===== config.mk =====
export PLATFORM = sky130hd
export DESIGN_NAME = sat_counter
export DESIGN_NICKNAME = d
export VERILOG_FILES = /design/src/rtl/prbs_checker_sat_counter.sv
export SDC_FILE = /design/constraint.sdc
export NUM_CORES = 1
export LEC_CHECK = 0
export CAP_MARGIN = 0
export CORE_ASPECT_RATIO = 1.4
export CORE_UTILIZATION = 49
export DETAILED_ROUTE_END_ITERATION = 8
export PLACE_DENSITY_LB_ADDON = 0.12
export SYNTH_ARGS = -nofsm -noshare
export SYNTH_HDL_FRONTEND = slang
export SYNTH_SLANG_ARGS = --single-unit

===== constraint.sdc =====
create_clock -name Clk -period 2.1 [get_ports Clk]
set_input_delay 0.315 -clock Clk [delete_from_list [all_inputs] [get_ports Clk]]
set_output_delay 0.315 -clock Clk [all_outputs]
set_load 0.01 [all_outputs]

===== src/rtl/prbs_checker_sat_counter.sv =====
// ---------------------------------------------------------------------------
// sat_counter
// Saturating up-counter with synchronous clear; clear has priority over inc.
//   Clk    : clock
//   Reset  : asynchronous active-high reset
//   clr    : synchronous clear to zero
//   inc    : increment by one unless already all-ones
//   count  : registered count value
// ---------------------------------------------------------------------------
module sat_counter #(
   parameter int W = 16
) (
   input  logic         Clk,
   input  logic         Reset,
   input  logic         clr,
   input  logic         inc,
   output logic [W-1:0] count
);

   logic [W-1:0] count_reg;

   always_ff @(posedge Clk or posedge Reset) begin
      if (Reset) begin
         count_reg <= '0;
      end else if (clr) begin
         count_reg <= '0;
      end else if (inc && (count_reg != '1)) begin
         count_reg <= count_reg + W'(1);
      end
   end

   assign count = count_reg;

endmodule


==> flow_summary.yaml <==
timing:
  slew-limit-headroom: 0.582
  rsz0062_at_grt: "no"
  min_period_ns: 1.95
  tns_ns: 0
  finClkSkew_ns: 0.00597
  fmax_mhz: 512
  hold_viol_final: 0
  slew_viol_final: 0
  fin_ws_ns: 0.147
  setup_viol_count_final: 0
  finalCritPeriodShare: 0.930
  tightestPinTransition_ns: 0.627
die:
  pin_count: 20
  die-area_um2: 2080
  initial_core_util: 0.524
  fp.dieW_um: 38.9
  fp.dieH_um: 53.6
  num_rows: 18
  fp.coreArea_um2: 1780
place:
  placed_area_um2: 1160
  dp.final_hpwl_mm: 1.64
  gp_congestion: 0.804
  port_buffers: 19
  dp_slack_ns: 0.00111
layout:
  nets: 131
  fill_cells: 160
  antenna_cells: 0
  syn2layout_area_growth_pct: 26.8
  mostFrequentLayoutCell: "clkdlybuf4s50_1"
  finalInstanceArea_um2: 1180
  largest_register_ffs: 16
  final_cell_mix: "clkdlybuf4s50_1 (19), dfrtp_1 (16), a21oi_1 (12)"
  drive_gt1_frac: 0.113
global_route:
  grt_max_degree: 17
  grt_pass1_vias: 831
  grtUsageTotal: 0.257
  overflow: 0
  antenna_found_initial: 0
  grt_pass1_wl_mm: 3.71
clocking:
  cts_made_buffers: 3
  cts.sinks: 16
  htreeDepth: 1
  cts_hold_buf: 0
  cts-root-buf: "clkbuf_4"
  cts_resized: 0
  cts_setup_buffers: 0
  tritoncts: "yes"
  path_clk_slew_ns: 0.10
  insertion_delay_ns: 0.30
  clock_path_buffers: 2
synthesis:
  seq_area_frac_synth: 0.430
  syn_area_um2: 932
  avgSynthCellArea_um2: 9.23
  synth_nets: 106
  synth_seq_cells: 16
  yosysUniqueCellTypes: 29
  yosysWarnings: 0
  synth_cells: 101
route:
  ant_nets: 0
  vias: 890
  drt_iter0_markers: 22
  avgViaCountPerCell: 6.18
  drt_first_pass_iters: 4
  drc_errors: 0
  wirelength_mm: 2.27
  wl_per_cell_um: 15.7
hold_path:
  hp-class: "primary input to asynchronous set/reset pin"
pwr:
  p_leak_nw: 0.429
  power_per_cell_area_nw_per_um2: 458
  irDropWorstVdd_mv: 0.376
  power_uw: 541
critical_path:
  worstSetupStartpointType: "flop"
  worstPathArrival_ns: 2.18
  cp_top_family: "simple AND/OR/NAND/NOR gates"
  crit_fanout: 8
  slowest_stage: "or4_4"
  endpoint_kind: "flop"
  crit_required_ns: 2.32
  crit_type: "flop to flop"
  cp.buffers_inverters: 0
  path_cells: "nand4_1, or4_4, or4_1, a21oi_1"
  critPathMaxStageDelay_ns: 0.57
status:
  status: "finished, final reports clean"
job:
  maxCapViolCount: 0
==> cells in the mapped netlist (all sizes together) <==
cell type     n  area (um2)
inv           3        11.3
nand4         5        46.3
nand2         6        22.5
nand2b        2        12.5
a31oi         1        6.26
nor2b         3        18.8
and4          1        8.76
o41ai         2        17.5
nor3          4        20.0
nand3         7        35.0
a21oi        12        60.1
o31ai         5        37.5
dfrtp        16         400
or3           7        45.1
o21ai         5        25.0
or4           8        65.1
mux2          2        22.5
dlygate4sd1   1        8.76
buf           1        7.51
ha            1        12.5
nor4          3        18.8
mux2i         1        10.0
nor2          3        11.3
clkbuf        2        8.75
==> cell type report <==
cell class,count,area [um2],area share
clock buffers,3,22.5,0.0190
inverters,3,11.3,0.00952
multi-input cells,78,495,0.419
flip-flops and latches,16,400,0.339
well taps,20,25.0,0.0212
repair buffers,24,228,0.193
==> where the power goes <==
group | internal, mW | total [mW] | switching [mW] | leakage (nW)
Clock | 0.0670 | 0.177 | 0.110 | 0.0138
Sequential | 0.312 | 0.317 | 0.00533 | 0.222
Combinational | 0.0225 | 0.0470 | 0.0245 | 0.193
==> metal layers <==
layer | vias up | global-route usage | share of wire
li1 | 442 | - | -
met1 | 412 | 0.342 | 0.44
met2 | 28 | 0.400 | 0.49
met3 | 8 | 0.0372 | 0.044
met4 | 0 | 0.126 | 0.023
met5 | - | 0 | 0
==> cell families after synthesis <==
family / count (synthesis) / synth area share
buffers and inverters: 7 / 0.0389
multiplexers: 3 / 0.0349
AND/OR/NAND/NOR: 49 / 0.326
flip-flops: 16 / 0.430
adder cells (fa/ha/maj): 1 / 0.0134
AO/OA/AOI/OAI: 25 / 0.157
==> through the flow <==
stage / hold slack (ns) / instances / util
after global routing: 0.471 / 144 / 0.665
final: 0.381 / 144 / 0.665
after detailed placement: 0.584 / 141 / 0.652
after global placement: 0.558 / 141 / 0.652
after CTS: 0.408 / 144 / 0.665
after floorplan: 0.229 / 101 / -
==> final timing paths <==
check / start / end / slack [ns] / cells past startpoint
min in group Clk: count[5] / count[5] / 0.60 / 2
max in group asynchronous: Reset / count[15] / 1.31 / 2
min: Reset / count[10] / 0.38 / 2
max reg2reg: count[2] / count[13] / 0.15 / 4
min reg2reg: count[5] / count[5] / 0.60 / 2
max: count[2] / count[13] / 0.15 / 4
Power figures use the tool's default switching activity.
